$ cat config.mk
export PLATFORM = sky130hd
export DESIGN_NAME = buffer_scheduler_flat
export DESIGN_NICKNAME = d
export VERILOG_FILES = /design/src/rtl/buffer_scheduler_if.sv /design/src/rtl/buffer_scheduler.sv /design/src/flat_wrapper.sv
export SDC_FILE = /design/constraint.sdc
export NUM_CORES = 1
export LEC_CHECK = 0
export BUFFER_PORTS_ARGS = -buffer_cell sky130_fd_sc_hd__buf_2
export CAP_MARGIN = 20
export CORE_MARGIN = 5
export CORE_UTILIZATION = 58
export DETAILED_ROUTE_END_ITERATION = 7
export PLACE_DENSITY_LB_ADDON = 0.3
export REMOVE_ABC_BUFFERS = 1
export SLEW_MARGIN = 30
export SYNTH_ARGS = -nofsm -noshare
export SYNTH_HDL_FRONTEND = slang
export SYNTH_SLANG_ARGS = --single-unit
export TNS_END_PERCENT = 20
$ cat constraint.sdc
create_clock -name source_clk -period 2.6 [get_ports source_clk]
set_clock_uncertainty 0.2 [all_clocks]
set_input_delay 0.52 -clock source_clk [delete_from_list [all_inputs] [get_ports source_clk]]
set_output_delay 0.52 -clock source_clk [all_outputs]
set_load 0.03 [all_outputs]
$ cat src/rtl/buffer_scheduler_if.sv
// Handshake bundle between the time buffer (master) and the readout scheduler (slave).
interface buffer_scheduler_if;
    logic buf_ready;
    logic buf_valid;
    logic buf_sop;
    logic buf_eop;
    logic source_ready;
    logic buf_reset;

    modport master (
        output buf_ready, buf_valid, buf_sop, buf_eop,
        input  source_ready, buf_reset
    );

    modport slave (
        input  buf_ready, buf_valid, buf_sop, buf_eop,
        output source_ready, buf_reset
    );
endinterface

$ cat src/rtl/buffer_scheduler.sv
// Reads RUNS batches out of a time buffer with idle gaps between them, then re-arms it.
// Tracks beat counts per batch and flags length and framing violations as sticky errors.
module buffer_scheduler #(
    parameter int BATCH_SIZE   = 2048,
    parameter int RUNS         = 3,
    parameter int GAP_CYCLES   = 100,
    parameter int REARM_CYCLES = 2
) (
    input  logic                       source_clk,
    input  logic                       reset,
    input  logic                       enable,
    input  logic                       clear_err,
    buffer_scheduler_if.slave          bus,
    output logic                       batch_done,
    output logic                       runs_done,
    output logic [$clog2(RUNS+1)-1:0]  run_idx,
    output logic [1:0]                 state,
    output logic                       len_err,
    output logic                       seq_err
);

    typedef enum logic [1:0] {
        IDLE   = 2'd0,
        STREAM = 2'd1,
        GAP    = 2'd2,
        REARM  = 2'd3
    } state_t;

    localparam int CNT_W   = $clog2(BATCH_SIZE + 1);
    localparam int RUN_W   = $clog2(RUNS + 1);
    localparam int TMR_MAX = (GAP_CYCLES > REARM_CYCLES) ? GAP_CYCLES : REARM_CYCLES;
    localparam int TMR_W   = $clog2(TMR_MAX + 1);

    localparam logic [CNT_W-1:0] LEN_FULL   = CNT_W'(BATCH_SIZE);
    localparam logic [RUN_W-1:0] RUN_LAST   = RUN_W'(RUNS - 1);
    localparam logic [TMR_W-1:0] GAP_LAST   = TMR_W'(GAP_CYCLES - 1);
    localparam logic [TMR_W-1:0] REARM_LAST = TMR_W'(REARM_CYCLES - 1);

    state_t           st, st_n;
    logic [CNT_W-1:0] cnt, cnt_n, cnt_beat;
    logic [RUN_W-1:0] run_idx_n;
    logic [TMR_W-1:0] tmr, tmr_n;
    logic             batch_done_n, runs_done_n;
    logic             len_err_n, seq_err_n;
    logic             len_hit, seq_hit;
    logic             src_rdy_q, buf_reset_q;

    // Beat counter sticks at all-ones so an overlong batch can never alias back to a legal length.
    function automatic logic [CNT_W-1:0] sat_inc(input logic [CNT_W-1:0] v);
        return (&v) ? v : v + CNT_W'(1);
    endfunction

    always_comb begin
        st_n         = st;
        cnt_n        = cnt;
        run_idx_n    = run_idx;
        tmr_n        = tmr;
        batch_done_n = 1'b0;
        runs_done_n  = 1'b0;
        len_hit      = 1'b0;
        seq_hit      = 1'b0;
        cnt_beat     = bus.buf_sop ? CNT_W'(1) : sat_inc(cnt);

        case (st)
            IDLE: begin
                if (enable && bus.buf_ready) st_n = STREAM;
            end
            STREAM: begin
                if (bus.buf_valid) begin
                    if (bus.buf_sop && (cnt != '0)) seq_hit = 1'b1;
                    cnt_n = cnt_beat;
                    if (bus.buf_eop) begin
                        len_hit      = (cnt_beat != LEN_FULL);
                        cnt_n        = '0;
                        batch_done_n = 1'b1;
                        run_idx_n    = run_idx + RUN_W'(1);
                        tmr_n        = '0;
                        if (run_idx == RUN_LAST) begin
                            st_n        = REARM;
                            runs_done_n = 1'b1;
                        end else begin
                            st_n = GAP;
                        end
                    end
                end
            end
            GAP: begin
                if (tmr == GAP_LAST) begin
                    st_n  = enable ? STREAM : IDLE;
                    tmr_n = '0;
                end else begin
                    tmr_n = tmr + TMR_W'(1);
                end
            end
            REARM: begin
                if (tmr == REARM_LAST) begin
                    st_n      = IDLE;
                    run_idx_n = '0;
                    tmr_n     = '0;
                end else begin
                    tmr_n = tmr + TMR_W'(1);
                end
            end
            default: st_n = IDLE;
        endcase

        // Beats arriving while not streaming are dropped but still flagged.
        if (bus.buf_valid && (st != STREAM)) seq_hit = 1'b1;

        len_err_n = (len_err && !clear_err) || len_hit;
        seq_err_n = (seq_err && !clear_err) || seq_hit;
    end

    always_ff @(posedge source_clk or posedge reset) begin
        if (reset) begin
            st          <= IDLE;
            cnt         <= '0;
            run_idx     <= '0;
            tmr         <= '0;
            batch_done  <= 1'b0;
            runs_done   <= 1'b0;
            len_err     <= 1'b0;
            seq_err     <= 1'b0;
            src_rdy_q   <= 1'b0;
            buf_reset_q <= 1'b0;
        end else begin
            st          <= st_n;
            cnt         <= cnt_n;
            run_idx     <= run_idx_n;
            tmr         <= tmr_n;
            batch_done  <= batch_done_n;
            runs_done   <= runs_done_n;
            len_err     <= len_err_n;
            seq_err     <= seq_err_n;
            src_rdy_q   <= (st_n == STREAM);
            buf_reset_q <= (st_n == REARM);
        end
    end

    assign state            = st;
    assign bus.source_ready = src_rdy_q;
    assign bus.buf_reset    = buf_reset_q;

endmodule

$ cat src/flat_wrapper.sv
// flat-port wrapper written by rule: the top's interface ports become plain ports
module buffer_scheduler_flat 
#(
    parameter int BATCH_SIZE   = 2048,
    parameter int RUNS         = 3,
    parameter int GAP_CYCLES   = 100,
    parameter int REARM_CYCLES = 2
)
  (source_clk, reset, enable, clear_err, batch_done, runs_done, run_idx, state, len_err, seq_err, bus_buf_ready, bus_buf_valid, bus_buf_sop, bus_buf_eop, bus_source_ready, bus_buf_reset);
  buffer_scheduler_if bus_i ();
  input  logic source_clk;
  input  logic reset;
  input  logic enable;
  input  logic clear_err;
  output logic batch_done;
  output logic runs_done;
  output logic [$clog2(RUNS+1)-1:0] run_idx;
  output logic [1:0] state;
  output logic len_err;
  output logic seq_err;
  input wire logic [$bits(bus_i.buf_ready)-1:0] bus_buf_ready;
  input wire logic [$bits(bus_i.buf_valid)-1:0] bus_buf_valid;
  input wire logic [$bits(bus_i.buf_sop)-1:0] bus_buf_sop;
  input wire logic [$bits(bus_i.buf_eop)-1:0] bus_buf_eop;
  output wire logic [$bits(bus_i.source_ready)-1:0] bus_source_ready;
  output wire logic [$bits(bus_i.buf_reset)-1:0] bus_buf_reset;
  assign bus_i.buf_ready = bus_buf_ready;
  assign bus_i.buf_valid = bus_buf_valid;
  assign bus_i.buf_sop = bus_buf_sop;
  assign bus_i.buf_eop = bus_buf_eop;
  assign bus_source_ready = bus_i.source_ready;
  assign bus_buf_reset = bus_i.buf_reset;
  buffer_scheduler #(.BATCH_SIZE(BATCH_SIZE), .RUNS(RUNS), .GAP_CYCLES(GAP_CYCLES), .REARM_CYCLES(REARM_CYCLES)) u_core (.source_clk(source_clk), .reset(reset), .enable(enable), .clear_err(clear_err), .bus(bus_i), .batch_done(batch_done), .runs_done(runs_done), .run_idx(run_idx), .state(state), .len_err(len_err), .seq_err(seq_err));
endmodule
==> summary.txt <==
Finish
  – Area grow syn2layout: 10.8%
  – Nets: 221
  – Reg area: 726 sq um
  – Diode count: 0
  – Fraction of layout cells with a size suffix above 1: 15.3%
  – Final Instance Count excl. Fillers: 240
  – Filler Cells Inserted: 233
  – Area of the multi-input gates: 913 sq um

Setup path
  – R2R cell count: 5
  – Worst EP arrival: 2360 ps
  – Critical path startpoint category: register
  – Crit path max-delay family: simple AND/OR/NAND/NOR gates
  – Slowest cell on the critical path: dfrtp_1
  – Critical-path cell list: and4_1, nand4_4, or3_1, a2111oi_2, a31oi_1
  – CP Depth: 5
  – Setup Crit Path Kind: register to register
  – CP endpoint kind: register
  – Req. time, crit path: 2600 ps
  – Max incr delay on CP: 500 ps
  – RR Startpoint: u_core.cnt[2]$_DFFE_PP0P_
  – Buf+Inv Stages, Crit Path: 0
  – Critical path startpoint: u_core.cnt[2]$_DFFE_PP0P_
  – Largest fanout on the critical path: 12

Floorplan
  – Core area: 2810 sq um
  – Starting density of the core: 62.0%
  – Die H: 64.8 microns
  – Die Wd: 64.8 microns
  – Die area: 4200 sq um
  – I/O pin count: 18
  – FP Rows: 19

Global route
  – Initial antenna violation count: 0
  – Vias in the first global route: 1,449
  – Overall Global Routing Usage: 20.4%
  – First-pass GRT wire length: 6.71 mm
  – Largest net degree at the start of global routing: 25
  – Total grt overflow: 0

Placed design
  – Placer Congestion: 0.930
  – Post-Place Cells: 231
  – PortBufs: 17
  – DP HPWL: 2.85 mm

CTS
  – Worst-Skew Late Latency: 330 ps
  – H-tree depth: 2
  – CTS tree: yes
  – Post-CTS sizing: 0
  – Worst-path clk slew: 100 ps
  – Inserted Clock Buffers: 5
  – Sink Count: 29
  – CTS max path bufs: 2
  – Post-CTS setup buffers: 0
  – CTS root buffer: clkbuf_4

Drt
  – First-pass detailed-route iteration total: 4
  – Detailed-route via count: 1,531
  – Via density: 6.38
  – Drt wl/cell: 16.3 microns
  – Antenna viol nets, final: 0
  – DRC errors left: 0
  – Final WL: 3.91 mm
  – 1st-iter DRT viols: 76

Synth
  – Synth top area cells: dfrtp_1 42%, a21oi_1 3.7%, ha_1 3.6%
  – Post-synthesis cell area: 1740 sq um
  – Avg Cell Area, Syn: 9.06 sq um
  – Yosys top cell by area: dfrtp_1
  – Largest family of logic cells by synthesized area: simple AND/OR/NAND/NOR gates
  – Synth Area in Adders: 3.59%
  – Yosys warnings: 0
  – Post-Synthesis Cells: 192
  – Distinct cells, synth: 39
  – Post-synth EDFFs: 0
  – Post-synthesis mux area share: 1.15%
  – Synth Flop Type: dfrtp_1
  – Synth Area in XOR/XNOR: 1.01%
  – FF+latch count, synth: 29
  – Post-synth top cells: 29 x dfrtp_1, 13 x a21oi_1, 13 x nor2_1
  – Yosys top cell area share: 41.7%
  – Fraction of registers with async set/reset: 100%
  – Compound-Gate Fraction of Synth Area: 19.8%
  – Sequential share of the synthesized area: 41.7%
  – Post-synthesis simple-gate area fraction: 26.9%
  – Top-count cell post-synth: dfrtp_1

STA
  – RSZ-0062 raised after global routing: false
  – Min cycle time layout: 2360 ps
  – Final slew viol count: 0
  – Final Cycle Share: 90.7%
  – Final hold vios: 0
  – Worst slew pin tran: 540 ps
  – Rel. slew slack: 64.0%
  – Setup TNS: 0 ps
  – Final setup violation count: 0
  – Fmax: 424 MHz

Pwr
  – Worst vdd ir: 0.326 mV
  – Pwr dens: 524 nW/um^2
  – Leakage Power: 0.903 nW

Min path
  – Hold path depth: 2
  – Hold Crit Start: clear_err
  – HP Class: primary input to register

Status
  – Status: complete, no violations

Job
  – Max cap viols: 0
==> worst register-to-register path: cells and delay by family (launching register included) <==
kind | cells | cell delay, ps
DFF | 1 | 500
AOI/OAI and AO/OA | 2 | 470
and+or+nand+nor | 3 | 1050
==> sequential cells by signal, indices dropped and copies added, names as in the netlist <==
signal                   flops
u_core.len_err               1
u_core.runs_done             1
u_core.run_idx               2
u_core.state                 2
u_core.bus.buf_reset         1
u_core.tmr                   7
u_core.batch_done            1
u_core.cnt                  12
u_core.seq_err               1
u_core.bus.source_ready      1
==> repair_timing <==
| item | in CTS | in global routing |
|---|---|---|
| hold buffers | 1 | 0 |
| endpoints found under the setup margin | 0 | 0 |
| endpoints found under the hold margin | 5 | 0 |
==> placed cells by master, fill, tap and decap left out, types with 3 or more instances in the layout <==
| master | count |
|---|---|
| dfrtp_1 | 29 |
| a31oi_1 | 8 |
| nand3_1 | 7 |
| nand3b_1 | 4 |
| clkbuf_4 | 5 |
| o21ai_0 | 8 |
| a21o_1 | 5 |
| nor2_1 | 13 |
| a22o_1 | 5 |
| and4_1 | 4 |
| a211oi_1 | 3 |
| and2_1 | 3 |
| a21oi_1 | 13 |
| o22ai_1 | 3 |
| ha_1 | 5 |
| nand2_1 | 12 |
| buf_2 | 17 |
| nand4_1 | 9 |
| nor3_1 | 5 |
| inv_1 | 10 |
| and3_1 | 8 |
| nor3b_1 | 5 |
==> metrics by stage <==
stage / setup WS, ps / hold slack (ps) / cell area, sq um / power (mW) / util, %
floorplan: 485 / 289 / 1680 / 0.526 / -
global placement: 358 / 229 / 1820 / 0.553 / 64.7
detailed placement: 289 / 235 / 1820 / 0.555 / 64.7
CTS: 244 / 168 / 1930 / 1.02 / 68.7
global route: 24.4 / 148 / 1930 / 1.05 / 68.7
finish: 243 / 180 / 1930 / 1.01 / 68.7
==> report_power, final <==
group	internal [mW]	leakage (nW)	switching [mW]
Clock	0.298	0.0552	0.166
Combinational	0.0264	0.481	0.0481
Sequential	0.460	0.368	0.0131
Total	0.784	0.903	0.227
==> final cells by class <==
type,count,share of cell area (%)
multi-input cells,142,47.4
flip-flops and latches,29,37.6
repair buffers,20,5.71
clock inverters,3,3.37
well taps,31,2.01
clock buffers,5,1.95
inverters,10,1.95
==> logic make-up after synthesis <==
logic type               Yosys count
AO/OA/AOI/OAI                     52
XOR/XNOR                           2
adder cells (fa/ha/maj)            5
buffers and inverters             21
flip-flops                        29
multiplexers                       2
AND/OR/NAND/NOR                   81
==> final timing paths <==
| check | end | slack, ps |
|---|---|---|
| max in group asynchronous | u_core.cnt[5]$_DFFE_PP0P_ | 1220 |
| min reg2reg | u_core.seq_err$_DFF_PP0_ | 330 |
| max | u_core.len_err$_DFF_PP0_ | 240 |
| max reg2reg | u_core.len_err$_DFF_PP0_ | 240 |
| min | u_core.seq_err$_DFF_PP0_ | 180 |
| min in group asynchronous | u_core.cnt[8]$_DFFE_PP0P_ | 420 |
==> per-layer routing <==
layer  GRT usage, %  wire [microns]  vias to the layer above
met4           8.44              72                        0
met1           27.4            1740                      715
met3           6.39             322                        7
met2           30.4            1770                       60
li1               -               -                      749
met5              0               0                        -
No activity file was read; power rests on OpenSTA's default activity.
